--- src/rtl/word_match_pkg.sv ---
// ---------------------------------------------------------------------------
// word_match_pkg
// Purpose : shared definitions for the word-guess match flag generator.
//           Holds the controller state type, the default geometry of a word
//           and a helper that sizes the character index counter.
// Contents:
//   match_state_t  - IDLE / COLLECT / RESULT controller states
//   DEF_WORD_LEN   - default characters per word
//   DEF_CHAR_W     - default bits per character
//   DEF_TIMEOUT    - default idle-cycle limit for the optional timeout
//   idxWidth()     - bits needed to hold a character index (minimum 1)
// ---------------------------------------------------------------------------
package word_match_pkg;

  typedef enum logic [1:0] {
    ST_IDLE    = 2'd0,
    ST_COLLECT = 2'd1,
    ST_RESULT  = 2'd2
  } match_state_t;

  localparam int DEF_WORD_LEN = 4;
  localparam int DEF_CHAR_W   = 8;
  localparam int DEF_TIMEOUT  = 255;

  // A one-bit index is still needed for a two-character word.
  function automatic int idxWidth(input int wordLen);
    int w;
    w = $clog2(wordLen);
    return (w < 1) ? 1 : w;
  endfunction

endpackage

--- src/rtl/half_compare.sv ---
// ---------------------------------------------------------------------------
// half_compare
// Purpose : compares one accepted guess character with the target character
//           at the current index and maintains a sticky "this half matched"
//           bit for one half of the word.
// Ports:
//   i_clk     in   clock, rising edge
//   i_reset   in   synchronous active-high reset
//   i_target  in   full target word, character 0 in the LSBs
//   i_index   in   index of the character being accepted
//   i_char    in   guess character being accepted
//   i_accept  in   a character is being accepted this cycle
//   i_first   in   the accepted character is the first of a new word
//   o_match   out  sticky match bit for the selected half
// Parameters:
//   HALF_SEL  0 = characters 0..WORD_LEN/2-1, 1 = WORD_LEN/2..WORD_LEN-1
// ---------------------------------------------------------------------------
module half_compare
  import word_match_pkg::*;
#(
  parameter int WORD_LEN = DEF_WORD_LEN,
  parameter int CHAR_W   = DEF_CHAR_W,
  parameter bit HALF_SEL = 1'b0,
  parameter int IDX_W    = idxWidth(WORD_LEN)
) (
  input  logic                       i_clk,
  input  logic                       i_reset,
  input  logic [WORD_LEN*CHAR_W-1:0] i_target,
  input  logic [IDX_W-1:0]           i_index,
  input  logic [CHAR_W-1:0]          i_char,
  input  logic                       i_accept,
  input  logic                       i_first,
  output logic                       o_match
);

  localparam logic [IDX_W-1:0] HALF_IDX = IDX_W'(WORD_LEN / 2);

  logic [CHAR_W-1:0] w_targetChars [WORD_LEN];
  logic [CHAR_W-1:0] w_targetChar;
  logic              w_lowHalf;
  logic              w_inHalf;
  logic              w_charEq;
  logic              r_match;

  for (genvar g = 0; g < WORD_LEN; g++) begin : g_unpack
    assign w_targetChars[g] = i_target[g*CHAR_W +: CHAR_W];
  end

  assign w_targetChar = w_targetChars[i_index];
  assign w_charEq     = (i_char == w_targetChar);

  // Expressed as "below the midpoint" so neither half needs a compare
  // against zero, which would be constant for an unsigned index.
  assign w_lowHalf = (i_index < HALF_IDX);
  assign w_inHalf  = HALF_SEL ? ~w_lowHalf : w_lowHalf;

  // The first character of a word re-arms the bit: it starts true and is
  // immediately knocked down if that character belongs to this half and
  // differs. Later characters can only clear it.
  always_ff @(posedge i_clk) begin
    if (i_reset) begin
      r_match <= 1'b0;
    end else if (i_accept) begin
      if (i_first) begin
        r_match <= ~w_inHalf | w_charEq;
      end else if (w_inHalf && !w_charEq) begin
        r_match <= 1'b0;
      end
    end
  end

  assign o_match = r_match;

endmodule

--- src/rtl/match_flag_gen.sv ---
// ---------------------------------------------------------------------------
// match_flag_gen
// Purpose : accepts a guess word one character at a time, compares it with a
//           loaded target word and presents per-half match flags plus a
//           "second half matched twice in a row" streak flag. Results are
//           held until acknowledged.
// Ports:
//   Clk         in   clock, all state updates on the rising edge
//   Reset       in   synchronous active-high reset
//   TargetLoad  in   capture TargetWord, abandon any guess, clear streak
//   TargetWord  in   target word, character 0 in the LSBs
//   CharValid   in   GuessChar is valid
//   GuessChar   in   next guess character, character 0 first
//   CharReady   out  a character is accepted this cycle if CharValid
//   MatchValid  out  result flags valid, held until ResultAck
//   ResultAck   in   consumer takes the result
//   FullMatch   out  every character matched
//   FirstHalf   out  characters 0..WORD_LEN/2-1 matched
//   SecondHalf  out  characters WORD_LEN/2..WORD_LEN-1 matched
//   Flag        out  SecondHalf set in this and the previous completed result
// Configuration:
//   MATCH_TIMEOUT_EN - when defined, a guess stalled in COLLECT for TIMEOUT
//                      idle cycles is abandoned without a result.
// ---------------------------------------------------------------------------
module match_flag_gen
  import word_match_pkg::*;
#(
  parameter int WORD_LEN = DEF_WORD_LEN,
  parameter int CHAR_W   = DEF_CHAR_W,
  parameter int TIMEOUT  = DEF_TIMEOUT
) (
  input  logic                       Clk,
  input  logic                       Reset,
  input  logic                       TargetLoad,
  input  logic [WORD_LEN*CHAR_W-1:0] TargetWord,
  input  logic                       CharValid,
  input  logic [CHAR_W-1:0]          GuessChar,
  output logic                       CharReady,
  output logic                       MatchValid,
  input  logic                       ResultAck,
  output logic                       FullMatch,
  output logic                       FirstHalf,
  output logic                       SecondHalf,
  output logic                       Flag
);

  localparam int               IDX_W       = idxWidth(WORD_LEN);
  localparam logic [IDX_W-1:0] LAST_IDX    = IDX_W'(WORD_LEN - 1);
  localparam logic [IDX_W-1:0] SECOND_IDX  = IDX_W'(1);

  // Parameter sanity: the halves must split evenly and the timeout must
  // allow at least one idle cycle.
  if ((WORD_LEN < 2) || ((WORD_LEN % 2) != 0)) begin : g_badWordLen
    $error("match_flag_gen: WORD_LEN must be even and at least 2");
  end
  if (CHAR_W < 1) begin : g_badCharW
    $error("match_flag_gen: CHAR_W must be at least 1");
  end
  if (TIMEOUT < 1) begin : g_badTimeout
    $error("match_flag_gen: TIMEOUT must be at least 1");
  end

  match_state_t                r_state;
  match_state_t                w_stateNext;
  logic [IDX_W-1:0]            r_index;
  logic [IDX_W-1:0]            w_indexNext;
  logic                        r_streak;
  logic                        w_streakNext;
  logic [WORD_LEN*CHAR_W-1:0]  r_target;
  logic                        w_accept;
  logic                        w_firstChar;
  logic                        w_firstMatch;
  logic                        w_secondMatch;
  logic                        w_inResult;

`ifdef MATCH_TIMEOUT_EN
  localparam int              CNT_W       = $clog2(TIMEOUT + 1);
  localparam logic [CNT_W-1:0] TIMEOUT_CNT = CNT_W'(TIMEOUT - 1);

  logic [CNT_W-1:0] r_count;
  logic [CNT_W-1:0] w_countNext;
`endif

  assign w_inResult = (r_state == ST_RESULT);
  assign CharReady  = ~w_inResult;
  assign MatchValid = w_inResult;

  // Flags are forced low outside RESULT so the sticky bits can be left
  // holding stale values between words.
  assign FirstHalf  = w_inResult & w_firstMatch;
  assign SecondHalf = w_inResult & w_secondMatch;
  assign FullMatch  = FirstHalf & SecondHalf;
  assign Flag       = SecondHalf & r_streak;

  // Next-state and bookkeeping. TargetLoad wins over everything else so a
  // character presented in the same cycle is dropped, not scored.
  always_comb begin
    w_stateNext  = r_state;
    w_indexNext  = r_index;
    w_streakNext = r_streak;
    w_accept     = 1'b0;
    w_firstChar  = 1'b0;
`ifdef MATCH_TIMEOUT_EN
    w_countNext  = '0;
`endif

    if (TargetLoad) begin
      w_stateNext  = ST_IDLE;
      w_indexNext  = '0;
      w_streakNext = 1'b0;
    end else begin
      w_accept = CharValid & ~w_inResult;
      case (r_state)
        ST_IDLE: begin
          if (w_accept) begin
            w_firstChar = 1'b1;
            w_stateNext = ST_COLLECT;
            w_indexNext = SECOND_IDX;
          end
        end
        ST_COLLECT: begin
          if (w_accept) begin
            if (r_index == LAST_IDX) begin
              w_stateNext = ST_RESULT;
              w_indexNext = '0;
            end else begin
              w_indexNext = r_index + 1'b1;
            end
          end
`ifdef MATCH_TIMEOUT_EN
          // This is the TIMEOUT-th consecutive idle cycle: give up on the
          // word and forget the streak, as if the target had been reloaded.
          else if (r_count == TIMEOUT_CNT) begin
            w_stateNext  = ST_IDLE;
            w_indexNext  = '0;
            w_streakNext = 1'b0;
          end else begin
            w_countNext = r_count + 1'b1;
          end
`endif
        end
        ST_RESULT: begin
          if (ResultAck) begin
            w_stateNext  = ST_IDLE;
            w_streakNext = w_secondMatch;
          end
        end
        default: begin
          w_stateNext = ST_IDLE;
          w_indexNext = '0;
        end
      endcase
    end
  end

  // Controller state register.
  always_ff @(posedge Clk) begin
    if (Reset) begin
      r_state <= ST_IDLE;
    end else begin
      r_state <= w_stateNext;
    end
  end

  // Index, streak, target and (optionally) idle counter registers.
  always_ff @(posedge Clk) begin
    if (Reset) begin
      r_index  <= '0;
      r_streak <= 1'b0;
      r_target <= '0;
`ifdef MATCH_TIMEOUT_EN
      r_count  <= '0;
`endif
    end else begin
      r_index  <= w_indexNext;
      r_streak <= w_streakNext;
`ifdef MATCH_TIMEOUT_EN
      r_count  <= w_countNext;
`endif
      if (TargetLoad) begin
        r_target <= TargetWord;
      end
    end
  end

  half_compare #(
    .WORD_LEN (WORD_LEN),
    .CHAR_W   (CHAR_W),
    .HALF_SEL (1'b0),
    .IDX_W    (IDX_W)
  ) u_firstHalf (
    .i_clk    (Clk),
    .i_reset  (Reset),
    .i_target (r_target),
    .i_index  (r_index),
    .i_char   (GuessChar),
    .i_accept (w_accept),
    .i_first  (w_firstChar),
    .o_match  (w_firstMatch)
  );

  half_compare #(
    .WORD_LEN (WORD_LEN),
    .CHAR_W   (CHAR_W),
    .HALF_SEL (1'b1),
    .IDX_W    (IDX_W)
  ) u_secondHalf (
    .i_clk    (Clk),
    .i_reset  (Reset),
    .i_target (r_target),
    .i_index  (r_index),
    .i_char   (GuessChar),
    .i_accept (w_accept),
    .i_first  (w_firstChar),
    .o_match  (w_secondMatch)
  );

endmodule

--- config.mk ---
export PLATFORM = sky130hd
export DESIGN_NAME = match_flag_gen
export DESIGN_NICKNAME = d
export VERILOG_FILES = /design/src/rtl/word_match_pkg.sv /design/src/rtl/half_compare.sv /design/src/rtl/match_flag_gen.sv
export SDC_FILE = /design/constraint.sdc
export NUM_CORES = 1
export LEC_CHECK = 0
export ABC_AREA = 1
export ABC_CLOCK_PERIOD_IN_PS = 1300
export CORE_MARGIN = 10
export CORE_UTILIZATION = 45
export CTS_BUF_LIST = sky130_fd_sc_hd__clkbuf_16
export DETAILED_ROUTE_END_ITERATION = 7
export PLACE_DENSITY = 0.74
export SYNTH_ARGS = -nofsm -noshare
export SYNTH_HDL_FRONTEND = slang
export SYNTH_HIERARCHICAL = 1
export SYNTH_SLANG_ARGS = --single-unit
--- constraint.sdc ---
create_clock -name Clk -period 1.3 [get_ports Clk]
set_input_delay 0.195 -clock Clk [delete_from_list [all_inputs] [get_ports Clk]]
set_output_delay 0.195 -clock Clk [all_outputs]
set_load 0.01 [all_outputs]
Word level (Yosys, flattened, before mapping)
Cells that the tools add are included.
{"block": "word_totals", "regBits": 39, "in_bits": 45, "out_inout_bits": 6, "word_cells": 58}
{"block": "classes", "addsub": 1, "magnitude_cmp": 2, "eq_ne": 8, "muxes": 19, "n_bitwise": 10, "reduce_logical": 12}
{"cell": "8-bit binary-select mux with 2-bit select", "n": 1}
{"cell": "8-bit two-way mux", "n": 2}
{"cell": "2-bit two-way mux", "n": 6}
{"cell": "2-bit one-hot mux with 3 select lines", "n": 2}
{"cell": "8-bit == test", "n": 1}
{"cell": "1-bit two-way mux", "n": 8}
{"cell": "2-bit != test (second input constant)", "n": 4}
{"cell": "2-bit AND reduction", "n": 3}
{"cell": "1-bit AND", "n": 5}
{"cell": "2-bit == test (second input constant)", "n": 2}
{"cell": "4-bit AND reduction", "n": 1}
{"cell": "2-bit nonzero test", "n": 2}
{"cell": "3-bit greater-or-equal comparator (second input constant)", "n": 1}
{"cell": "2-bit inverter with 3-bit output", "n": 1}
{"cell": "3-bit AND reduction", "n": 1}
{"cell": "2-bit by 1-bit adder with 2-bit output (second input constant)", "n": 1}
{"cell": "2-bit by 1-bit == test with 1-bit output (second input constant)", "n": 1}
{"cell": "1-bit logical AND", "n": 2}
{"cell": "2-bit logical NOT", "n": 1}
{"cell": "2-bit < comparator (second input constant)", "n": 1}
{"cell": "1-bit inverter", "n": 2}
{"cell": "1-bit OR", "n": 2}
{"cell": "2-bit OR reduction", "n": 1}
{"cell": "1-bit logical NOT", "n": 1}

Longest topological paths before layout
{"block": "depth", "ltp_word": 9, "depth_mapped": 12, "depth_no_buf": 11}

By module
The synthesis kept the hierarchy.
{"module": "match_flag_gen", "instances": 1, "cells_per_inst": 187, "area_per_inst_um2": 1386.3, "seq_area_each_um2": 740.7}
{"module": "half_compare (u_secondHalf)", "instances": 1, "cells_per_inst": 109, "area_per_inst_um2": 535.5, "seq_area_each_um2": 20.0}
{"module": "half_compare (u_firstHalf)", "instances": 1, "cells_per_inst": 109, "area_per_inst_um2": 529.3, "seq_area_each_um2": 20.0}

Worst setup path after synthesis
Ideal clock, no wire load.
{"block": "synth_timing", "path_kind": "reg2reg", "from": "register r_index[0]", "to": "register u_firstHalf.r_match, in the netlist u_firstHalf/o_match", "setup_ns": 0.066, "t_arrival_ns": 1.248, "required_time_ns": 1.234, "setup_slack_ns": -0.014, "stages_incl_launch_ff": 13, "path_buffers": 2, "period_less_slack_ns": 1.314, "path_cell_list": "dfxtp_1 buf_6 inv_4 buf_6 nand2_1 nand3_2 nand2_1 nand2_1 nand2_1 nand2_1 nor2_1 nand2_1 a21oi_2"}
{"block": "synth_via", "elab_chain_cells": 9, "elab_cells_between_ends": 13, "cone_classes": "order compare (1); eq/ne (1); mux (4); bitwise (3); reduce/logical (4)"}
{"item": "start, declared", "line": "match_flag_gen.sv:65", "rtl": "logic [IDX_W-1:0] r_index;"}
{"item": "start signal, assigned", "line": "match_flag_gen.sv:175", "rtl": "r_index <= w_indexNext;"}
{"item": "2-bit inverter with 3-bit output (not written as such)", "line": "half_compare.sv:49", "rtl": "assign w_targetChar = w_targetChars[i_index];"}
{"item": "8-bit binary-select mux with 2-bit select", "line": "half_compare.sv:49"}
{"item": "8-bit two-way mux (not written as such) (2 in a row)", "line": "half_compare.sv:49"}
{"item": "8-bit == test", "line": "half_compare.sv:50", "rtl": "assign w_charEq = (i_char == w_targetChar);"}
{"item": "1-bit logical NOT", "line": "half_compare.sv:66", "rtl": "end else if (w_inHalf && !w_charEq) begin"}
{"item": "1-bit logical AND", "line": "half_compare.sv:66"}
{"item": "2-bit nonzero test (no line)"}
{"item": "2-bit AND reduction (no line)"}
{"item": "end signal, assigned", "line": "half_compare.sv:65", "rtl": "r_match <= ~w_inHalf | w_charEq;"}
{"item": "end, declared", "line": "half_compare.sv:43", "rtl": "logic r_match;"}
Several ways; a longest one is shown, not always the timed one. The select of a mux whose other input is x is not followed.
A chain may end at the register's enable or synchronous reset.

Final worst setup path
Same ends and word-level chain as after synthesis.

==> results.sh <==
export IMPL_status="finished, violations left"
export IMPL_violations="setup timing"
export IMPL_synthAdderAreaFrac_pct=0.510
export IMPL_crit_family="simple AND/OR/NAND/NOR gates"
export IMPL_cts_setup_buffers=0
export IMPL_io_pins=51
export IMPL_post_route_min_period_ns=1.42
export IMPL_crit_path_frequent_cell="nand2_1"
export IMPL_yosys_area_top_type="dfxtp_1"
export IMPL_max_slew_margin_pct=82.3
export IMPL_crit_buf_inv=1
export IMPL_detail_route_antenna_nets=0
export IMPL_areaGrowthSynthToFinish_pct=38.0
export IMPL_cpPeakStageDelay_ns=0.43
export IMPL_critPathCaptureType="flip-flop"
export IMPL_routed_wl_mm=6.91
export IMPL_yosysWarnings=6
export IMPL_antenna_found_initial=0
export IMPL_num_rows=26
export IMPL_die_h_um=93.8
export IMPL_synth_compound_area_share_pct=9.19
export IMPL_critPathKind="flip-flop to flip-flop"
export IMPL_cts_hold_buffers=0
export IMPL_viasPerCell=4.95
export IMPL_arrival_ns=1.64
export IMPL_clockBufferDepth=2
export IMPL_n_antenna_cell=0
export IMPL_ir_drop_mv=1.07
export IMPL_root_buffer="clkbuf_16"
export IMPL_cp_start_kind="flip-flop"
export IMPL_synth_simple_area_share_pct=47.5
export IMPL_synth_top_family_by_area="simple AND/OR/NAND/NOR gates"
export IMPL_power_leakage_nw=1.63
export IMPL_ys_ff_latch=39
export IMPL_die_w_um=93.8
export IMPL_dominantRegCellSynth="dfxtp_1"
export IMPL_dieArea_um2=8800
export IMPL_fin_hold_ws_ns=0.492
export IMPL_cp_cell_sequence="buf_12 -> nand2_1 -> nand3_1 -> nand3_1 -> nand2_1 -> nand2_1 -> nor2_1 -> nand2_1 -> a21oi_2"
export IMPL_min_path_type="input pin to flip-flop"
export IMPL_dp_hpwl_mm=5.09
export IMPL_num_vias=2680
export IMPL_syn_area_um2=2450
export IMPL_drt_first_iter_violations=147
export IMPL_drv_cap=0
export IMPL_synth_seq_area_share_pct=31.9
export IMPL_htree_levels=2
export IMPL_synth_top_area_share_pct=31.9
export IMPL_syn_area_per_cell_um2=6.05
export IMPL_r2r_setup_slack_ns=-0.12
export IMPL_worst_slack_ns=-0.123
export IMPL_worst_pin_slew_ns=0.265
export IMPL_setup_viol_count_final=2
export IMPL_nNetsFinal=516
export IMPL_cp_required_ns=1.52
export IMPL_post_place_ws_ns=-0.157
export IMPL_synth_nets=451
export IMPL_ys_top_cells_by_count="nand2_1 (123), nor2_1 (78), nand3_1 (40)"
export IMPL_slew_viol_final=0
export IMPL_synthTopCellsByArea="dfxtp_1 (32%), nand2_1 (19%), nor2_1 (12%), nand3_1 (8.2%), o21ai_0 (6.7%)"
export IMPL_synth_edf_count=0
export IMPL_synthDistinctLibCells=25
export IMPL_grt_max_degree=26
export IMPL_clkSlewWorstSetupHoldPaths_ns=0.06
export IMPL_cts_tree="done"
export IMPL_muxShareOfSynthArea_pct=0
export IMPL_total_power_mw=3.50
export IMPL_skew_ns=0.00513
export IMPL_p_per_area_nw_per_um2=1040
export IMPL_track_usage_pct=16.0
export IMPL_route_detailed_drc=0
export IMPL_portBuffers=50
export IMPL_finalSetupTns_ns=-0.167
export IMPL_grt_pass1_vias=2628
export IMPL_gp_congestion=0.815
export IMPL_start_util_pct=47.1
export IMPL_finalCritPeriodShare_pct=109
export IMPL_drive_above_1_share_pct=18.3
export IMPL_synthCells=405
export IMPL_drtPass1Iterations=4
export IMPL_drt_wirelength_per_cell_um=12.8
export IMPL_cts_sinks=39
export IMPL_numCtsBuffers=5
export IMPL_grt_pass1_wl_mm=11.7
export IMPL_yosys_area_share_xor_xnor_pct=0
export IMPL_crit_path_top_delay_cell="dfxtp_4"
export IMPL_overflow=0
export IMPL_hold_violations=0
export IMPL_core_area_um2=5200
export IMPL_fmax_mhz=703
export IMPL_synthArstFlopShare_pct=0
export IMPL_synth_most_common_cell="nand2_1"
export IMPL_clk_latency_ns=0.28
export IMPL_cp_max_fo=17
export IMPL_rsz0062_at_grt="yes"
## through the flow
step	cell area (um2)	cells	util [%]
after detailed placement	3150	533	60.5
final	3380	541	65.0
after global routing	3380	541	65.0
after floorplan	2450	405	-
after CTS	3360	541	64.5
after global placement	3150	533	60.5
## where the power goes
part	internal, mW	leakage (nW)	switching, mW
clock	1.09	0.0952	0.476
sequential	1.27	0.325	0.0683
combinational	0.300	1.21	0.298
total	2.66	1.63	0.842
## path summary, 6_finish.rpt
kind | startpoint | end | cells past startpoint
min | TargetWord[5] | r_target[5] | 3
max | r_index[0] | u_firstHalf/o_match | 9
min reg2reg | r_target[11] | r_target[11] | 2
max reg2reg | r_index[0] | u_firstHalf/o_match | 9
## cell families (layout without fill, tap and decap cells)
group / count (synthesis) / count (layout)
AO/OA/AOI/OAI: 42 / 42
adder cells (fa/ha/maj): 1 / 1
buffers and inverters: 55 / 121
flip-flops: 39 / 39
AND/OR/NAND/NOR: 268 / 268
## metal layers
layer / global-route usage [%] / part of all wire [%]
met4: 6.20 / 1.7
met3: 4.32 / 6.1
met1: 18.9 / 46
met5: 0 / 0
met2: 26.9 / 46
## tightest hold or removal path: stages
cell,delay (ns)
clkdlybuf4s50_1,0.39
nor2_1,0.10
nor2_1,0.05
## cell usage in the layout, fill, tap and decap left out, types with 2 or more instances in the layout
cell | synthesis | final
inv_2 | 5 | 4
buf_2 | 5 | 4
nand2_1 | 123 | 118
nor2_1 | 78 | 78
clkdlybuf4s50_1 | 0 | 44
nand2_4 | 0 | 3
bufinv_16 | 0 | 2
nand3_2 | 11 | 16
a21oi_1 | 3 | 3
a21oi_2 | 2 | 2
clkbuf_16 | 0 | 5
nand3_1 | 40 | 35
nand2_2 | 13 | 15
buf_4 | 4 | 21
inv_1 | 30 | 31
dfxtp_2 | 0 | 3
dfxtp_1 | 39 | 35
inv_4 | 2 | 2
buf_12 | 0 | 3
clkbuf_2 | 2 | 2
o21bai_1 | 2 | 2
o21ai_0 | 33 | 33
## cell type report
cell class | count | area [um2]
clock buffers | 5 | 125
inverters | 37 | 149
multi-input cells | 311 | 1450
well taps | 70 | 87.6
flip-flops and latches | 39 | 788
repair buffers | 76 | 714
fillers | 510 | 1820
clock inverters | 3 | 63.8
## sequential cells by signal, summed over array words and instances, names as in the netlist
name and flops:
r_streak 1, r_target 32, u_secondHalf/o_match 1, r_index 2, r_state 2, u_firstHalf/o_match 1
## timing repair
| action | CTS | global route |
|---|---|---|
| pin swaps | 2 | 0 |
| endpoints found under the setup margin | 8 | 7 |
| resized for setup | 32 | 12 |
(Power assumes the default switching activity.)
